--- src/rtl/pipeline_ctrl_pkg.sv ---
// Shared constants and types for the pipeline stall/flush controller.
package pipeline_ctrl_pkg;

    localparam int unsigned STALL_W = 6;
    localparam int unsigned CNT_W   = 6;
    localparam int unsigned SC_W    = 16;

    // Per-stage hold vectors: bit0 pc, bit1 if, bit2 id, bit3 ex, bit4 mem, bit5 wb
    localparam logic [STALL_W-1:0] StallNone = 6'b000000;
    localparam logic [STALL_W-1:0] StallId   = 6'b000111;
    localparam logic [STALL_W-1:0] StallEx   = 6'b001111;

    typedef enum logic [1:0] {
        IDLE  = 2'd0,
        MULTI = 2'd1,
        FLUSH = 2'd2
    } state_e;

endpackage

--- src/rtl/pipeline_ctrl.sv ---
// Pipeline controller: per-stage stall vector, multi-cycle execute sequencing,
// registered flush pulse and a saturating stalled-cycle counter.
module pipeline_ctrl
    import pipeline_ctrl_pkg::*;
(
    input  logic                clk,
    input  logic                rst,
    input  logic                stallreq_id,
    input  logic                stallreq_ex,
    input  logic                ex_start,
    input  logic [CNT_W-1:0]    ex_len,
    input  logic                flush_req,
    output logic [STALL_W-1:0]  stall,
    output logic                ex_done,
    output logic                flush,
    output logic                busy,
    output logic [SC_W-1:0]     stall_cycles
);

    state_e             state_q, state_d;
    logic [CNT_W-1:0]   cnt_q, cnt_d;
    logic               flush_q;
    logic [SC_W-1:0]    sc_q, sc_d;
    logic [STALL_W-1:0] stall_raw;
    logic [STALL_W-1:0] req_stall;
    logic               done_raw;
    logic               multi_op;

    // A start with length 0 or 1 completes in place; 2+ needs MULTI
    assign multi_op  = ex_start && (ex_len >= 6'd2);
    assign req_stall = stallreq_ex ? StallEx : (stallreq_id ? StallId : StallNone);

    // State, countdown, flush pulse and stall counter registers
    always_ff @(posedge clk or negedge rst) begin
        if (!rst) begin
            state_q <= IDLE;
            cnt_q   <= '0;
            flush_q <= 1'b0;
            sc_q    <= '0;
        end else begin
            state_q <= state_d;
            cnt_q   <= cnt_d;
            flush_q <= (state_d == FLUSH);
            sc_q    <= sc_d;
        end
    end

    // Next-state and countdown; flush_req overrides everything
    always_comb begin
        state_d = state_q;
        cnt_d   = cnt_q;
        unique case (state_q)
            IDLE: begin
                if (flush_req) begin
                    state_d = FLUSH;
                    cnt_d   = '0;
                end else if (multi_op) begin
                    state_d = MULTI;
                    cnt_d   = ex_len - 6'd1;
                end
            end
            MULTI: begin
                if (flush_req) begin
                    state_d = FLUSH;
                    cnt_d   = '0;
                end else if (cnt_q == 6'd1) begin
                    state_d = IDLE;
                    cnt_d   = '0;
                end else begin
                    cnt_d = cnt_q - 6'd1;
                end
            end
            FLUSH: begin
                cnt_d   = '0;
                state_d = flush_req ? FLUSH : IDLE;
            end
            default: begin
                state_d = IDLE;
                cnt_d   = '0;
            end
        endcase
    end

    // Stall vector and completion pulse for the current state
    always_comb begin
        stall_raw = StallNone;
        done_raw  = 1'b0;
        unique case (state_q)
            IDLE: begin
                // a start coinciding with flush_req is dropped entirely
                stall_raw = (multi_op && !flush_req) ? StallEx : req_stall;
                done_raw  = ex_start && (ex_len < 6'd2) && !flush_req;
            end
            MULTI: begin
                if (cnt_q != 6'd1) begin
                    stall_raw = StallEx;
                end else begin
                    stall_raw = req_stall;
                    done_raw  = !flush_req;
                end
            end
            default: begin
                stall_raw = StallNone;
                done_raw  = 1'b0;
            end
        endcase
    end

    // Saturating count of cycles with any stage held
    always_comb begin
        sc_d = sc_q;
        if ((stall != StallNone) && (sc_q != '1)) begin
            sc_d = sc_q + 16'd1;
        end
    end

    // Combinational outputs are forced low while reset is asserted
    assign stall        = rst ? stall_raw : StallNone;
    assign ex_done      = rst & done_raw;
    assign busy         = rst & (state_q == MULTI);
    assign flush        = flush_q;
    assign stall_cycles = sc_q;

endmodule

--- config.mk ---
export PLATFORM = sky130hd
export DESIGN_NAME = pipeline_ctrl
export DESIGN_NICKNAME = d
export VERILOG_FILES = /design/src/rtl/pipeline_ctrl_pkg.sv /design/src/rtl/pipeline_ctrl.sv
export SDC_FILE = /design/constraint.sdc
export NUM_CORES = 1
export LEC_CHECK = 0
export CAP_MARGIN = 10
export CORE_ASPECT_RATIO = 0.9
export CORE_MARGIN = 2
export CORE_UTILIZATION = 35
export CTS_CLUSTER_SIZE = 8
export DETAILED_ROUTE_END_ITERATION = 10
export PLACE_DENSITY_LB_ADDON = 0.08
export SLEW_MARGIN = 20
export SYNTH_ARGS = -nofsm -noshare
export SYNTH_HDL_FRONTEND = slang
export SYNTH_SLANG_ARGS = --single-unit
export TNS_END_PERCENT = 20
--- constraint.sdc ---
create_clock -name clk -period 2.1 [get_ports clk]
set_input_delay 0.21 -clock clk [delete_from_list [all_inputs] [get_ports clk]]
set_output_delay 0.21 -clock clk [all_outputs]
set_load 0.02 [all_outputs]
; ---- Word-level counts from Yosys, hierarchy flattened
; Cells that the tools add are included.
[op_classes]
n_lt_le_gt_ge = 2
add_sub_neg = 3
reduce_logical = 8
eq_ne = 7
bitwise = 2
n_mux = 19
[ops]
columns = cell, n
row1 = $mux 6, 5
row2 = $add 16x1->16 const B, 1
row3 = $ne 16x16->1 const B, 1
row4 = $mux 4, 3
row5 = $pmux 6 s2, 1
row6 = $sub 6x1->6 const B, 2
row7 = $mux 2, 5
row8 = $pmux 4 s2, 1
row9 = $eq 6x1->1 const B, 1
row10 = $ge 6x2->1 const B, 1
row11 = $lt 6x2->1 const B, 1
row12 = $ne 6x1->1 const B, 1
row13 = $pmux 2 s3, 1
row14 = $reduce_bool 6->1, 1
row15 = $logic_and 1x1->1, 5
row16 = $eq 2x2->1 const B, 2
row17 = $mux 3, 1
row18 = $ne 3x3->1 const B, 1
row19 = $and 1x1->1, 2
row20 = $eq 2x1->1 const B, 1
row21 = $logic_not 2->1, 1
row22 = $pmux 1 s2, 1
row23 = $logic_not 1->1, 1
row24 = $mux 1, 1
[word_totals]
elab_cells = 45
reg_bits = 25

; ---- Depth between registers and ports, before layout
; Gate-level depths: netlist (run 1).
[depth]
ltp_word = 8
depth_mapped = 8
mapped_depth_nobuf = 7

; ---- Least setup slack after synthesis (run 1)
; OpenSTA, ideal clock, no wires.
[synth_path]
path_type = input port to output port
from = input ex_len[1]
to = output stall[1]
path_stages = 6
path_slack_ps = 92
t_arrival_ps = 1798
path_cell_list = or4_4 -> o311a_1 -> a32oi_4 -> buf_6 -> inv_1 -> buf_4
[synth_between]
elab_chain_len = 6
[synth_rtl]
columns = element, line
row1 = "start, declared", pipeline_ctrl.sv:11  ; input logic [CNT_W-1:0] ex_len,
row2 = $ge 6x2->1, pipeline_ctrl.sv:30  ; assign multi_op = ex_start && (ex_len >= 6'd2);
row3 = $logic_and 1x1->1, pipeline_ctrl.sv:30
row4 = $logic_and 1x1->1, pipeline_ctrl.sv:91  ; stall_raw = (multi_op && !flush_req) ? StallEx : req_stall;
row5 = $mux 4, pipeline_ctrl.sv:91
row6 = $pmux 4 s2, pipeline_ctrl.sv:88  ; unique case (state_q)
row7 = $mux 6, pipeline_ctrl.sv:118  ; assign stall = rst ? stall_raw : StallNone;
row8 = "end, declared", pipeline_ctrl.sv:13  ; output logic [STALL_W-1:0] stall,
; Every way passes these cells.

; ---- Worst setup path in the final report (run 1)
[layout_path]
from = input ex_len[0]
to = output stall[2]
; Same word-level chain as after synthesis.

==> results.txt, run 1 <==
The starting utilization of the core area came out at 36.8%. The maximum vdd ir drop came out at 0.000577 V. The number of top-level design ports is 37. TritonCTS built the clock tree. After synthesis, the mean cell area works out to 9.28 um2. The clock period minus final worst setup slack is 2.03 ns. The number of hold violations in the final report is 0. The number of flip-flops and latches in the synthesized netlist is 25. The static leakage is 1.01 nW. The routability congestion estimate is 0.923. The fmax is 0.493 GHz. The floorplan die area is 4890 um2. The arrival time of data at the critical path endpoint came out at 1.82 ns.

The longest clock path from root to sink contains 2 buffers. The count of warnings emitted by yosys came out at 0. The worst setup path is launched from an input port. The worst slack at placement is -0.498 ns. The library cell used most frequently in the layout, excluding fill and tap cells, is buf_4.

The number of clock buffers added by TritonCTS is 3. The area after detailed placement came out at 2090 um2. The chip width is 73.5 um.

The number of antenna violations at the first check in global routing came to 0. The count of fill cells added during filler insertion is 402. Leaving out fill and tap cells, the most frequent cells in the layout are buf_4, dfrtp_1, clkdlybuf4s50_1, nand2_1, xor2_1. The maximum number of pins on one net before global-route repair came out at 17. The cell count after synthesis came out at 164.

The number of routed nets with antenna violations is 0. Global routing used 16.1% of the available tracks across all layers. The wire length of the first global-routing pass is 6.09 mm. The smallest setup slack after layout came out at 0.0720 ns. The number of nets in the layout came out at 245.

The violation count after the first detailed-route iteration came out at 47. The later pin in the worst-skew pair is clocked with a latency of 0.26 ns. The utilization after layout came out at 54.0%. Counting every sink on the clock net gives 25. The total core area came out at 4130 um2. The area added between synthesis and finish came out at 46.5%. After layout, the worst path uses 96.6% of the clock period. The worst register-to-register path begins at cnt_q[1]$_DFFE_PN0P_. The top fanout value on the critical path came out at 3.

The first-pass iteration count of the detailed router is 4. The repair_antennas step left the layout with diodes totalling 0. The ratio of cells with drive above 1 in the final layout is 24.2%. Measured along the y axis, the die boundary spans 66.6 um. The endpoint class of the critical path is an output pin. The sequential standard cell area is 626 um2. The count of input and output buffers is 34. In this run the number of H-tree levels came out at 1. The final setup skew is 0.00842 ns. The power density relative to cell area came out at 757 nW/um2. The combined area of all synthesized cells is 1520 um2. The finished cells cover 2230 um2. The DRC violation count after routing is 0. The category of the most critical setup path is in -> out. The routed via count divided by cell count came out at 5.12. The flow ran to the end, and the final reports show no timing, DRC or antenna violations. Setup violations remaining at the end of the flow were counted as 0. The length in cells of the worst reg-to-reg path came out at 9. The data required time at the worst endpoint came out at 1.89 ns. The total number of vias came out at 1,409. The number of rows in the core area is 22. The count of pins over their slew limit came out at 0.

The wire length after detailed routing came out at 3.71 mm. In the final routed layout, each cell accounts on average for 13.5 um. The number of distinct library cell variants in the gate-level netlist after synthesis is 39. Power comes to 1.69 mW. The total congestion overflow is 0. The count of max-cap constraint violations is 0.

The via count of the first global-routing pass is 1,309. The multi-input gate area in the final layout is 873 um2. The part of the Yosys area used for sequential elements came out at 41.1%.

The clock-pin slew reported for the worst setup and hold paths after clock tree synthesis is 0.09 ns. The slack of the worst reg-to-reg path is 0.11 ns. The root buffer cell is clkbuf_8. The tightest min-delay check is of the in -> async type. Summed over all nets, the half-perimeter wirelength after detailed placement is 2.89 mm. The endpoint of the worst-slack reg-to-reg timing path is stall_cycles[15]$_DFFE_PN0P_.
## cells in the mapped netlist
master	instances	area [um2]
dfrtp_1	25	626
nor3_1	15	75.1
nand2_1	14	52.6
xor2_1	14	123
nor2_1	13	48.8
nand3_1	9	45.0
inv_1	8	30.0
nor4_1	6	37.5
ha_1	5	62.6
o21ai_0	5	25.0
buf_4	4	30.0
a21boi_0	3	22.5
clkbuf_1	3	11.3
nand4_1	3	18.8
o22ai_1	3	18.8
or3_1	3	18.8
xnor2_1	3	26.3
a31oi_1	2	12.5
mux2_1	2	22.5
mux2i_1	2	20.0
nand2b_1	2	12.5
nor3b_1	2	15.0
o2bb2ai_1	2	17.5
a22o_1	1	8.76
a32o_1	1	10.0
a32oi_1	1	8.76
a32oi_4	1	27.5
and2_1	1	6.26
and3_1	1	6.26
and4_1	1	8.76
buf_2	1	5.00
buf_6	1	11.3
conb_1	1	3.75
nor2b_1	1	6.26
o21a_1	1	7.51
o311a_1	1	10.0
o32a_1	1	10.0
or3b_2	1	8.76
or4_4	1	11.3
## sequential cells by signal, indices dropped and copies added (netlist names)
register      flops
state_q           2
cnt_q             6
stall_cycles     16
flush             1
## how the worst max path moves through the flow
stage                         startpoint                           to
floorplan                      ex_len[1]                     stall[1]
global placement               ex_len[1]                     stall[0]
detailed placement             ex_len[1]                     stall[2]
CTS                            ex_len[1]                     stall[2]
global route        cnt_q[1]$_DFFE_PN0P_  stall_cycles[5]$_DFFE_PN0P_
finish                         ex_len[0]                     stall[2]
## layout make-up
type                            count  share of cell area [%]
Multi-Input combinational cell    123                    39.2
Clock buffer                        4                    2.02
Sequential cell                    25                    28.1
Timing Repair Buffer               67                    26.7
Inverter                            8                    1.35
Tap cell                           48                    2.69
## critical path: stages
cell and delay [ns]:
clkdlybuf4s50_1 0.48, inv_1 0.07, ha_2 0.20, o311a_4 0.39
a32oi_4 0.23, inv_2 0.09, buf_6 0.14
## per-stage QoR
stage / hold WS (ns) / cells / setup TNS (ns)
global placement: 0.483 / 268 / -6.29
detailed placement: 0.486 / 268 / -6.58
finish: 0.287 / 275 / 0
floorplan: -0.0856 / 165 / 0
global route: 0.315 / 275 / -0.00156
CTS: 0.286 / 274 / -0.271
## cells by family after synthesis
logic type	Yosys count	synth area share, %
other	1	0.246
AOI/OAI and AO/OA	22	11.8
muxes	4	2.80
and+or+nand+nor	73	24.4
adders and majority gates	5	4.11
xor gates and xnor gates	17	9.79
buffers and inverters	17	5.76
DFF	25	41.1
## repair_timing
action,in CTS,in global routing
pin swaps,0,3
buffers inserted,2,1
hold buffers,0,0
setup endpoints to repair,8,20
endpoints found under the hold margin,0,0
resized for setup,24,20
## metal layers
layer	vias to the layer above	global-route usage (%)	wire length, um
li1	705	-	-
met1	675	24.1	1980
met2	24	23.3	1590
met3	5	3.33	120
met4	0	4.09	30
met5	-	0	0
## where the power goes
part	switching [mW]	internal, mW
clock	0.141	0.135
combinational	0.364	0.359
sequential	0.107	0.580
total	0.612	1.07
Note: power is estimated with default switching activity, not from simulation.
==> run 2: changes to the inputs <==
CELL_PAD_IN_SITES_DETAIL_PLACEMENT = 0   (was unset)
CELL_PAD_IN_SITES_GLOBAL_PLACEMENT = 2   (was unset)
CORE_UTILIZATION = 29   (was 35)
SLEW_MARGIN = unset   (was 20)
==> results.txt, run 2 (same netlist as run 1, synthesis figures left out) <==
The worst slack at placement is -0.526 ns (-0.0277 ns). The top fanout value on the critical path came out at 6 (+3). The worst setup path is launched from a flip-flop. The number of flip-flops in the largest register is 16 (unchanged). The area after detailed placement is 2110 um2 (+1.0%).

The number of rows in the core area came out at 24 (+9.1%). The number of buffers inserted during clock tree synthesis came out at 3 (unchanged). The average wire length per cell after detail routing came out at 13.8 um (+2.6%). The height of the chip is 72.7 um (+9.3%).

The length in cells of the worst reg-to-reg path was 9 (unchanged). The routability congestion estimate came to 0.823 (-11%). The number of antenna diodes came to 0 (unchanged). The insertion delay of the later-clocked pin in the worst-skew pair is 0.26 ns (about the same). The smallest setup slack after layout came out at 0.0878 ns (+0.0158 ns). The buffer levels on the longest clock path came out at 2 (unchanged).

The number of nets in the layout is 245 (unchanged). The number of antenna violations at the first check in global routing came out at 0 (unchanged). The total power is 1.70 mW (+0.80%).

The overall track demand over capacity in global routing is 14.9% (-1.2 points). The clock-pin slew reported for the worst setup and hold paths after clock tree synthesis is 0.08 ns (about the same). The flow ran to the end, and the final reports show no timing, DRC or antenna violations. The post-route non-filler standard cell count came out at 292 (+6.2%).

The TritonCTS clock tree is done. The power density relative to cell area is 761 nW/um2 (+0.52%). Setup repair after global routing could not meet its margin everywhere. The endpoint identified for the worst register-to-register timing path is stall_cycles[15]$_DFFE_PN0P_.

The total number of vias came out at 1,443 (+2.4%). The utilization after layout is 45.1% (-8.9 points). The wire length of the first global-routing pass came out at 6.76 mm (+11%). The slack of the worst reg-to-reg path is 0.09 ns (-0.02 ns). The library cells used most frequently in the layout, excluding fill and tap cells, are buf_4, dfrtp_1, clkdlybuf4s50_1, nor3_1.

The final setup skew is 0.00400 ns (-0.00442 ns). The arrival time of data at the critical path endpoint was 2.16 ns (+0.34 ns). The placed cell count is 285 (+6.3%). The half-perimeter wire length after detailed placement is 3.15 mm (+8.8%).

The routed via count divided by cell count came out at 4.94 (-3.5%). The fmax came out at 0.497 GHz (+0.78%). The count of pins over their slew limit came out at 0 (unchanged). The data required time at the worst endpoint is 2.25 ns (+0.36 ns).

The DRC violation count after routing is 0 (unchanged). The static leakage came to 0.979 nW (-3.4%). The part of the cycle the worst path needs is 95.8% (-0.75 points).

The number of routed nets with antenna violations is 0 (unchanged). The CTS sink count is 25 (unchanged). The total core area came out at 4950 um2 (+20%).

In this run the worst setup path begins at cnt_q[1]$_DFFE_PN0P_. The tree is rooted in a clkbuf_8. The start of the worst register-to-register path is cnt_q[1]$_DFFE_PN0P_. The floorplan die area came to 5840 um2 (+19%). Relative to the synthesized area, the layout overhead comes to 47.0%. The maximum vdd ir drop is 0.000508 V (-12%).

The path class of the tightest hold or removal check is in -> async. The maximum number of pins on one net before global-route repair came out at 16 (-1). The count of input and output buffers came to 34 (unchanged). The count of fill cells added during filler insertion is 498 (+24%).

The first-pass iteration count of the detailed router was 5 (+1). The starting utilization of the core area is 30.7% (-6.1 points). The chip width is 80.4 um (+9.3%).

The count of final setup violators came to 0 (unchanged). The commonest non-fill, non-tap cell in the layout is buf_4. The total congestion overflow came to 0 (unchanged). The number of top-level design ports is 37 (unchanged).

The H-tree depth came out at 1 (unchanged). The count of max-cap constraint violations is 0 (unchanged). The clock period minus final worst setup slack came to 2.01 ns (-0.0158 ns). The design area came out at 2240 um2 (+0.28%). The number of hold violations in the final report is 0 (unchanged). The violation count after the first detailed-route iteration came to 57 (+21%). The endpoint class of the critical path is a flip-flop.

The ratio of cells with drive above 1 in the final layout came out at 23.8% (-0.44 points). The via count of the first global-routing pass came out at 1,390 (+6.2%). By startpoint and endpoint, the worst setup path is classified as reg -> reg. The wire length after detailed routing is 4.04 mm (+8.9%).
run 2: cell count changes in the layout (fill, tap and decap cells not counted), sizes merged:
| cell | delta |
|---|---|
| clkbuf | +1 |
| dlymetal6s2s | -4 |
| buf | -1 |
| dlygate4sd2 | +4 |
run 2: power breakdown:
part | internal [mW] | total [mW] | switching (mW)
clock | 0.136 | 0.281 | 0.146
sequential | 0.580 | 0.691 | 0.111
combinational | 0.362 | 0.728 | 0.366
total | 1.08 | 1.70 | 0.623
run 2: timing repair:
| action | CTS | global route |
|---|---|---|
| resized for setup | 33 | 8 |
| setup endpoints to repair | 13 | 11 |
| hold buffers | 0 | 0 |
| pin swaps | 3 | 2 |
| gates cloned | 0 | 0 |
| setup buffers | 2 | 1 |
run 2: stage by stage:
step / setup TNS, ns / hold slack (ns)
floorplan: 0 / -0.0856
global placement: -6.82 / 0.479
detailed placement: -7.42 / 0.495
CTS: -0.00568 / 0.291
global route: -0.0208 / 0.305
finish: 0 / 0.286
run 2: worst max-delay path, cell delays in order (launching register included):
cell and delay [ns]:
dfrtp_1 0.37, inv_1 0.06, ha_1 0.19, nor3b_2 0.16, buf_4 0.15, nand3_2 0.07, a32oi_4 0.12, buf_6 0.16
nor4_2 0.28, mux2_1 0.34
run 2: layout make-up:
class	instances	area [um2]	share of cell area, %
multi-input combinational	123	861	38.5
timing repair buffer	67	593	26.5
inverter	8	30.0	1.34
tap	65	81.3	3.64
clock buffer	4	45.0	2.01
sequential	25	626	28.0
run 2: worst max path at each step:
stage	endpoint
2_1_floorplan	stall[1]
3_3_place_gp	stall[1]
3_5_place_dp	stall[0]
4_1_cts	stall_cycles[15]$_DFFE_PN0P_
5_1_grt	stall_cycles[15]$_DFFE_PN0P_
6_report	stall_cycles[15]$_DFFE_PN0P_
run 2: layer usage:
metal / up-vias / GRT usage [%] / routed length [um]
li1: 707 / - / -
met1: 695 / 22.7 / 2030
met2: 37 / 21.8 / 1780
met3: 4 / 3.09 / 203
met4: 0 / 2.82 / 31
met5: - / 0 / 0
